<file path="src/rtl/sdram_arb_pkg.sv">
// sdram_arb_pkg: shared types and constants for the SDRAM port arbiter
package sdram_arb_pkg;
   localparam int DATA_W = 16;
   localparam int BE_W = 2;
   localparam logic OWNER_A = 1'b0;
   localparam logic OWNER_B = 1'b1;
   typedef enum logic [1:0] {IDLE, GNT_A, GNT_B} arb_state_t;
endpackage

</file>
<file path="src/rtl/sdram_arb_owner_fifo.sv">
// sdram_arb_owner_fifo: 1-bit FIFO recording which master owns each outstanding read
module sdram_arb_owner_fifo #(
   parameter int DEPTH = 4
) (
   input  logic clk,
   input  logic reset,
   input  logic push,
   input  logic din,
   input  logic pop,
   output logic head,
   output logic [$clog2(DEPTH+1)-1:0] count,
   output logic empty,
   output logic full
);
   localparam int PW = $clog2(DEPTH);
   localparam int CW = $clog2(DEPTH+1);
   logic [DEPTH-1:0] mem;
   logic [PW-1:0] wp, rp;
   logic do_push, do_pop;
   assign empty = count == '0;
   assign full = count == CW'(DEPTH);
   assign do_push = push & ~full;
   assign do_pop = pop & ~empty;
   assign head = mem[rp];
   // ring buffer; depth is a power of two so pointers wrap naturally
   always_ff @(posedge clk or posedge reset)
      if (reset) begin
         mem <= '0;
         wp <= '0;
         rp <= '0;
         count <= '0;
      end else begin
         if (do_push) mem[wp] <= din;
         wp <= wp + PW'(do_push);
         rp <= rp + PW'(do_pop);
         count <= count + CW'(do_push) - CW'(do_pop);
      end
endmodule

</file>
<file path="src/rtl/sdram_port_arbiter.sv">
// sdram_port_arbiter: two-master (A high, B low priority) arbiter onto one SDRAM Avalon port; SDRAM_ARB_STARVE_GUARD_EN adds B starvation guard
import sdram_arb_pkg::*;
module sdram_port_arbiter #(
   parameter int ADDR_W = 24,
   parameter int MAX_PEND = 4,
   parameter int STARVE_LIMIT = 32
) (
   input  logic clk,
   input  logic reset,
   input  logic [ADDR_W-1:0] a_address,
   input  logic a_read,
   input  logic a_write,
   input  logic [DATA_W-1:0] a_writedata,
   input  logic [BE_W-1:0] a_byteenable,
   output logic a_waitrequest,
   output logic [DATA_W-1:0] a_readdata,
   output logic a_readdatavalid,
   input  logic [ADDR_W-1:0] b_address,
   input  logic b_read,
   input  logic b_write,
   input  logic [DATA_W-1:0] b_writedata,
   input  logic [BE_W-1:0] b_byteenable,
   output logic b_waitrequest,
   output logic [DATA_W-1:0] b_readdata,
   output logic b_readdatavalid,
   output logic [ADDR_W-1:0] s_address,
   output logic s_read,
   output logic s_write,
   output logic [DATA_W-1:0] s_writedata,
   output logic [BE_W-1:0] s_byteenable,
   input  logic s_waitrequest,
   input  logic [DATA_W-1:0] s_readdata,
   input  logic s_readdatavalid,
   input  logic err_clr,
   output logic err_orphan
);
   localparam int CW = $clog2(MAX_PEND+1);
   if (MAX_PEND < 2 || (MAX_PEND & (MAX_PEND-1)) != 0) begin : g_bad_pend
      $error("MAX_PEND must be a power of two >= 2");
   end
   if (STARVE_LIMIT < 1) begin : g_bad_starve
      $error("STARVE_LIMIT must be >= 1");
   end
   arb_state_t state;
   logic gnt_a, gnt_b, room, a_ok, b_ok, pick_a, pick_b;
   logic push, pop, head, empty, full;
   logic [CW-1:0] count;
   assign gnt_a = state == GNT_A;
   assign gnt_b = state == GNT_B;
   assign room = count < CW'(MAX_PEND);
   assign a_ok = a_write | (a_read & room);
   assign b_ok = b_write | (b_read & room);
`ifdef SDRAM_ARB_STARVE_GUARD_EN
   localparam int SW = $clog2(STARVE_LIMIT+1);
   logic [SW-1:0] starve_cnt;
   logic starve;
   assign starve = starve_cnt == SW'(STARVE_LIMIT);
   assign pick_b = b_ok & (starve | ~a_ok);
   // cycles B has waited ungranted, saturating; cleared while B holds the grant
   always_ff @(posedge clk or posedge reset)
      if (reset) starve_cnt <= '0;
      else if (gnt_b) starve_cnt <= '0;
      else if ((b_read | b_write) && !starve) starve_cnt <= starve_cnt + 1'b1;
`else
   assign pick_b = b_ok & ~a_ok;
`endif
   assign pick_a = a_ok & ~pick_b;
   // grant FSM: arbitrate in IDLE, hold the grant until the downstream accepts
   always_ff @(posedge clk or posedge reset)
      if (reset) state <= IDLE;
      else if (state == IDLE) state <= pick_b ? GNT_B : pick_a ? GNT_A : IDLE;
      else if (!s_waitrequest) state <= IDLE;
   assign s_address = gnt_b ? b_address : a_address;
   assign s_writedata = gnt_b ? b_writedata : a_writedata;
   assign s_byteenable = gnt_b ? b_byteenable : a_byteenable;
   assign s_read = (gnt_a & a_read) | (gnt_b & b_read);
   assign s_write = (gnt_a & a_write) | (gnt_b & b_write);
   assign a_waitrequest = gnt_a ? s_waitrequest : 1'b1;
   assign b_waitrequest = gnt_b ? s_waitrequest : 1'b1;
   assign push = (gnt_a | gnt_b) & ~s_waitrequest & s_read & ~full;
   assign pop = s_readdatavalid & ~empty;
   assign a_readdata = s_readdata;
   assign b_readdata = s_readdata;
   assign a_readdatavalid = pop & (head == OWNER_A);
   assign b_readdatavalid = pop & (head == OWNER_B);
   sdram_arb_owner_fifo #(.DEPTH(MAX_PEND)) u_fifo (
      .clk(clk),
      .reset(reset),
      .push(push),
      .din(gnt_b ? OWNER_B : OWNER_A),
      .pop(pop),
      .head(head),
      .count(count),
      .empty(empty),
      .full(full)
   );
   // sticky orphan-response flag; a new orphan beats a simultaneous clear
   always_ff @(posedge clk or posedge reset)
      if (reset) err_orphan <= 1'b0;
      else if (s_readdatavalid && empty) err_orphan <= 1'b1;
      else if (err_clr) err_orphan <= 1'b0;
endmodule
</file>
<file path="config.mk">
export PLATFORM = sky130hd
export DESIGN_NAME = sdram_port_arbiter
export DESIGN_NICKNAME = d
export VERILOG_FILES = /design/src/rtl/sdram_arb_pkg.sv /design/src/rtl/sdram_arb_owner_fifo.sv /design/src/rtl/sdram_port_arbiter.sv
export SDC_FILE = /design/constraint.sdc
export NUM_CORES = 1
export LEC_CHECK = 0
export ABC_AREA = 1
export BUFFER_PORTS_ARGS = -buffer_cell sky130_fd_sc_hd__clkbuf_2
export CAP_MARGIN = 0
export CORE_ASPECT_RATIO = 0.7
export CORE_UTILIZATION = 38
export DETAILED_ROUTE_END_ITERATION = 6
export GPL_TIMING_DRIVEN = 0
export HOLD_SLACK_MARGIN = 0.08
export PLACE_DENSITY = 0.95
export SETUP_SLACK_MARGIN = 0.5
export SYNTH_ARGS = -nofsm -noshare
export SYNTH_HDL_FRONTEND = slang
export SYNTH_SLANG_ARGS = --single-unit
export TNS_END_PERCENT = 10
</file>
<file path="constraint.sdc">
create_clock -name clk -period 3.7 [get_ports clk]
set_input_delay 0.74 -clock clk [delete_from_list [all_inputs] [get_ports clk]]
set_output_delay 0.74 -clock clk [all_outputs]
set_load 0.005 [all_outputs]
</file>
# == Word level (Yosys, flattened, before mapping) ==
# Cells that the tools add are included.
# op_classes
n_addsub,4
magnitude_cmp,4
n_eq_ne,4
mux,17
n_bitwise,27
reduce_logical,5
# op_table
op,count
24-bit 2-to-1 mux,1
1-bit bitwise AND,16
16-bit 2-to-1 mux,1
1-bit 2-to-1 mux,8
2-bit 2-to-1 mux,4
2-bit by 3-bit < comparator with 1-bit output (second input constant),2
1-bit NOT,6
1-bit OR,5
2-bit by 1-bit adder with 2-bit output,2
4-bit bitwise mux,1
3-bit by 1-bit adder with 3-bit output,1
3-bit equality test (second input constant),1
3-bit zero test,1
3-bit < comparator (second input constant),1
3-bit by 1-bit subtractor with 3-bit output,1
1-bit binary-select mux with 2-bit select,1
1-bit demux with 2-bit select,1
2-bit by 1-bit equality test with 1-bit output (second input constant),1
2-bit equality test (second input constant),1
2-bit by 1-bit greater-or-equal comparator with 1-bit output (second input constant),1
1-bit logical AND,2
2-bit zero test,1
2-bit by 1-bit inequality test with 1-bit output (second input constant),1
2-bit nonzero test,1
# totals
ff_bits,14
inputBits,109
out_inout_bits,81

# == Depth between registers and ports, before layout ==
# depth
word_depth,10
depth_mapped,10
mapped_depth_nobuf,10

# == Modules after synthesis ==
# A second synthesis with hierarchy kept.
# hier_totals
hier_cells,282
area_unflattened_um2,1720.4
# modules_own_cells
mod,instances,cells_per_inst,area_per_inst_um2,seq_area_each_um2
sdram_port_arbiter,1,206,1108.6,75.1
sdram_arb_owner_fifo,1,76,611.8,275.3

# == Worst setup path before layout ==
# No wires, ideal clock.
# synth_timing
path_kind,in2reg
from,in s_readdatavalid
to,reg u_fifo.count[2]
setup_time_ns,0.129
arrival_time_ns,2.031
path_slack_ns,1.540
stages,8
cell_sequence,nand2_1 > inv_1 > ha_1 > inv_1 > ha_1 > fa_1 > xnor2_1 > xor2_1
# synth_between
elab_chain_len,3
# synth_lines
element,line_no,rtl
from (decl),sdram_port_arbiter.sv:33,"input logic s_readdatavalid,"
1-bit bitwise AND,sdram_port_arbiter.sv:81,assign pop = s_readdatavalid & ~empty;
1-bit bitwise AND,sdram_arb_owner_fifo.sv:23,assign do_pop = pop & ~empty;
3-bit by 1-bit subtractor with 3-bit output,sdram_arb_owner_fifo.sv:36,count <= count + CW'(do_push) - CW'(do_pop);
to (signal assigned),sdram_arb_owner_fifo.sv:36,
to (decl),sdram_arb_owner_fifo.sv:11,"output logic [$clog2(DEPTH+1)-1:0] count,"
# Every way passes these cells.
# A chain may end at the register's enable or synchronous reset.

# == Worst setup path after layout ==
# layout_timing
from,reg state[0]
to,out s_writedata[11]
# layout_between
elab_chain_len,2
# layout_lines
element,line_no,rtl
from (decl),sdram_port_arbiter.sv:44,arb_state_t state;
from (signal assigned),sdram_port_arbiter.sv:71,else if (state == IDLE) state <= pick_b ? GNT_B : pick_a ? GNT_A : IDLE;
2-bit equality test,sdram_port_arbiter.sv:49,assign gnt_b = state == GNT_B;
named net gnt_b,sdram_port_arbiter.sv:45,"logic gnt_a, gnt_b, room, a_ok, b_ok, pick_a, pick_b;"
16-bit 2-to-1 mux,sdram_port_arbiter.sv:74,assign s_writedata = gnt_b ? b_writedata : a_writedata;
to (decl),sdram_port_arbiter.sv:29,"output logic [DATA_W-1:0] s_writedata,"
# The timed path passes the listed nets, and every way through them passes these cells.

==> metrics.txt <==
status=finished clean; Pwr Density=452 mW/mm²; H-tree depth=1; count of clock tree sinks=14; area share of the largest cell type after synthesis=31.0%; Die Area=0.00487 mm²; placed cell areas=0.00268 mm²; worst-path fanout max=10; # setup viols final=0; #FFs+latches synth=14; maximum VDD drop=0.000494 V; grt total ovfl=0; end of the worst register-to-register path=u_fifo.count[2]; Slew headroom=64.3%; first-pass GRT wire length=9.02 mm; total track usage=24.1%; Worst EP required=2.96 ns; hold path start=u_fifo.mem[0]; ranking of synthesized cells by area=mux2_4 31%, dfrtp_1 20%, buf_4 14%; DRT iter0 DRCs=56; pin count of the biggest net entering global routing=15; # diodes=0; Cells after Synth=173; routability cong.=0.844; hold-fix buffers at CTS=0; Core Area=0.00438 mm²; multi-input logic area=998 µm²; Seq/Total Area, Yosys=20.1%; Setup Buffers After CTS=0; Critical R2R Launch=u_fifo.count[2]; RSZ-0062 raised after global routing=false; total number of vias=1,861; Layout area overhead=56.0%; Final Worst Setup Slack=1.24 ns; clk_skew=0.00179 ns; Final period util=66.4%; number of core rows=20; fillers=419; NumNets Final=469; syn nets=291; sink of the worst hold path=u_fifo.mem[0]; Antenna Nets Post-Route=0; Clk Latency, worst-skew pair=0.24 ns; pins over their slew limit=0; Root Driver=clkbuf_8; Ys Warns=0; HP Class=reg -> reg; Worst-path clk slew=0.05 ns; DPL Wire Length=5.44 mm; startpoint type of the worst setup path=flop; CTS tree=done; die width=82.9 µm; Avg Inst Size Synth=10.1 µm²; Crit. End Element=output pin; setup TNS=0 ns; mapped cell area=0.00174 mm²; DR DRC count=0; PortBufs=173; r2r setup slk=1.53 ns; deepest clock path buffer count=2; vias in the first global route=1,771; initial antenna violation count=0; total CTS buffers=3; Tightest Pin Transition=0.536 ns; minimum clock period=2.46 ns; post-synth top area cell=mux2_4; max_cap viols=0; hold path cells=2; Peak Freq=407 MHz; synth unique cells=24; final hold vios=0; total chip power=1230 µW; CP arrival=1.72 ns; r2r worst-path depth=10; dpl ws=1.31 ns; layout cells sized above 1=74.5%; io pins=190; Finished Cell Area=0.00272 mm²; DIE HEIGHT=58.7 µm; Avg WL per Cell=15.0 µm; Routed WL=6.06 mm; vias per cell=4.61; Static Leak=0.00165 µW; Register Area=350 µm²; utilization after layout=62.1%; initial core utilization=39.8%; DR pass1 iterations=4; # resized after CTS=0; Worst Setup Path Type=reg -> out
## critical path, cell delays in order (launching register included)
cell      delay [ns]
dfrtp_1         0.38
inv_1           0.14
ha_1            0.18
buf_6           0.18
buf_6           0.18
mux2_4          0.31
clkbuf_2        0.11
## synth_stat cells
| cell | count |
|---|---|
| o211ai_1 | 1 |
| fa_1 | 1 |
| inv_1 | 18 |
| ha_1 | 8 |
| mux2_4 | 36 |
| o21ai_0 | 1 |
| xor2_1 | 3 |
| nand3_1 | 6 |
| dfrtp_1 | 14 |
| nor2_2 | 1 |
| nand4_1 | 4 |
| nor2_4 | 1 |
| mux2_2 | 6 |
| nand2_1 | 19 |
| buf_6 | 2 |
| xnor2_1 | 1 |
| inv_2 | 1 |
| o22ai_1 | 3 |
| nor2_1 | 5 |
| a21oi_1 | 4 |
| nand2_2 | 2 |
| a22o_1 | 1 |
| buf_12 | 3 |
| buf_4 | 32 |
## area by class of cell
class | instances | area share (%)
timing repair buffer | 173 | 31.8
buffer | 37 | 11.9
sequential | 14 | 12.9
inverter | 19 | 2.62
multi-input combinational | 103 | 36.7
clock buffer | 3 | 1.52
tap | 55 | 2.53
## cells in the final DEF, fill, tap and decap left out, types with 2 or more instances in the layout
cell      count
buf_12        3
buf_6         2
inv_1        18
nand4_1       4
nor2_1        5
clkbuf_2    173
buf_4        32
clkbuf_8      3
mux2_4       36
ha_1          8
nand2_2       2
nand3_1       6
nand2_1      19
dfrtp_1      14
mux2_2        6
xor2_1        3
a21oi_1       4
o22ai_1       3
## layer usage
metal | global-route usage (%) | share of wire (%)
met3 | 5.47 | 6.1
met1 | 32.0 | 43
met4 | 2.96 | 0.58
met5 | 0 | 0
met2 | 41.9 | 50
## state kept, by name, summed over array words and instances (netlist names)
| register | count |
|---|---|
| state | 2 |
| err_orphan | 1 |
| u_fifo.count | 3 |
| u_fifo.wp | 2 |
| u_fifo.mem | 4 |
| u_fifo.rp | 2 |
## power by group
part,internal [µW],total (µW),switching (µW)
registers,219,272,53.6
logic,450,836,386
clock network,71.9,121,48.7
## worst max-delay path by stage
| stage | slack (ns) | startpoint | cells past startpoint | endpoint |
|---|---|---|---|---|
| 2_1_floorplan | 1.54 | s_readdatavalid | 8 | u_fifo.count[2] |
| 3_3_place_gp | 1.38 | s_readdatavalid | 9 | u_fifo.count[2] |
| 3_5_place_dp | 1.31 | s_readdatavalid | 9 | u_fifo.count[2] |
| 4_1_cts | 1.23 | state[0] | 6 | s_writedata[11] |
| 5_1_grt | 1.13 | state[0] | 6 | s_writedata[8] |
| 6_report | 1.24 | state[0] | 6 | s_writedata[11] |
## cells by family (layout without fill, tap and decap cells)
| family | Yosys count | count (layout) | share of synthesized area (%) |
|---|---|---|---|
| and+or+nand+nor | 38 | 38 | 10.1 |
| DFF | 14 | 14 | 20.1 |
| buffers and inverters | 56 | 232 | 22.6 |
| adders and majority gates | 9 | 9 | 6.89 |
| muxes | 42 | 42 | 34.9 |
| AOI/OAI and AO/OA | 10 | 10 | 3.45 |
| xor gates and xnor gates | 4 | 4 | 2.01 |
## stage by stage
stage	instances	hold WS [ns]
finish	404	0.476
global route	404	0.512
CTS	404	0.483
detailed placement	401	0.468
global placement	401	0.467
floorplan	173	0.444
Power figures use the tool's default switching activity.
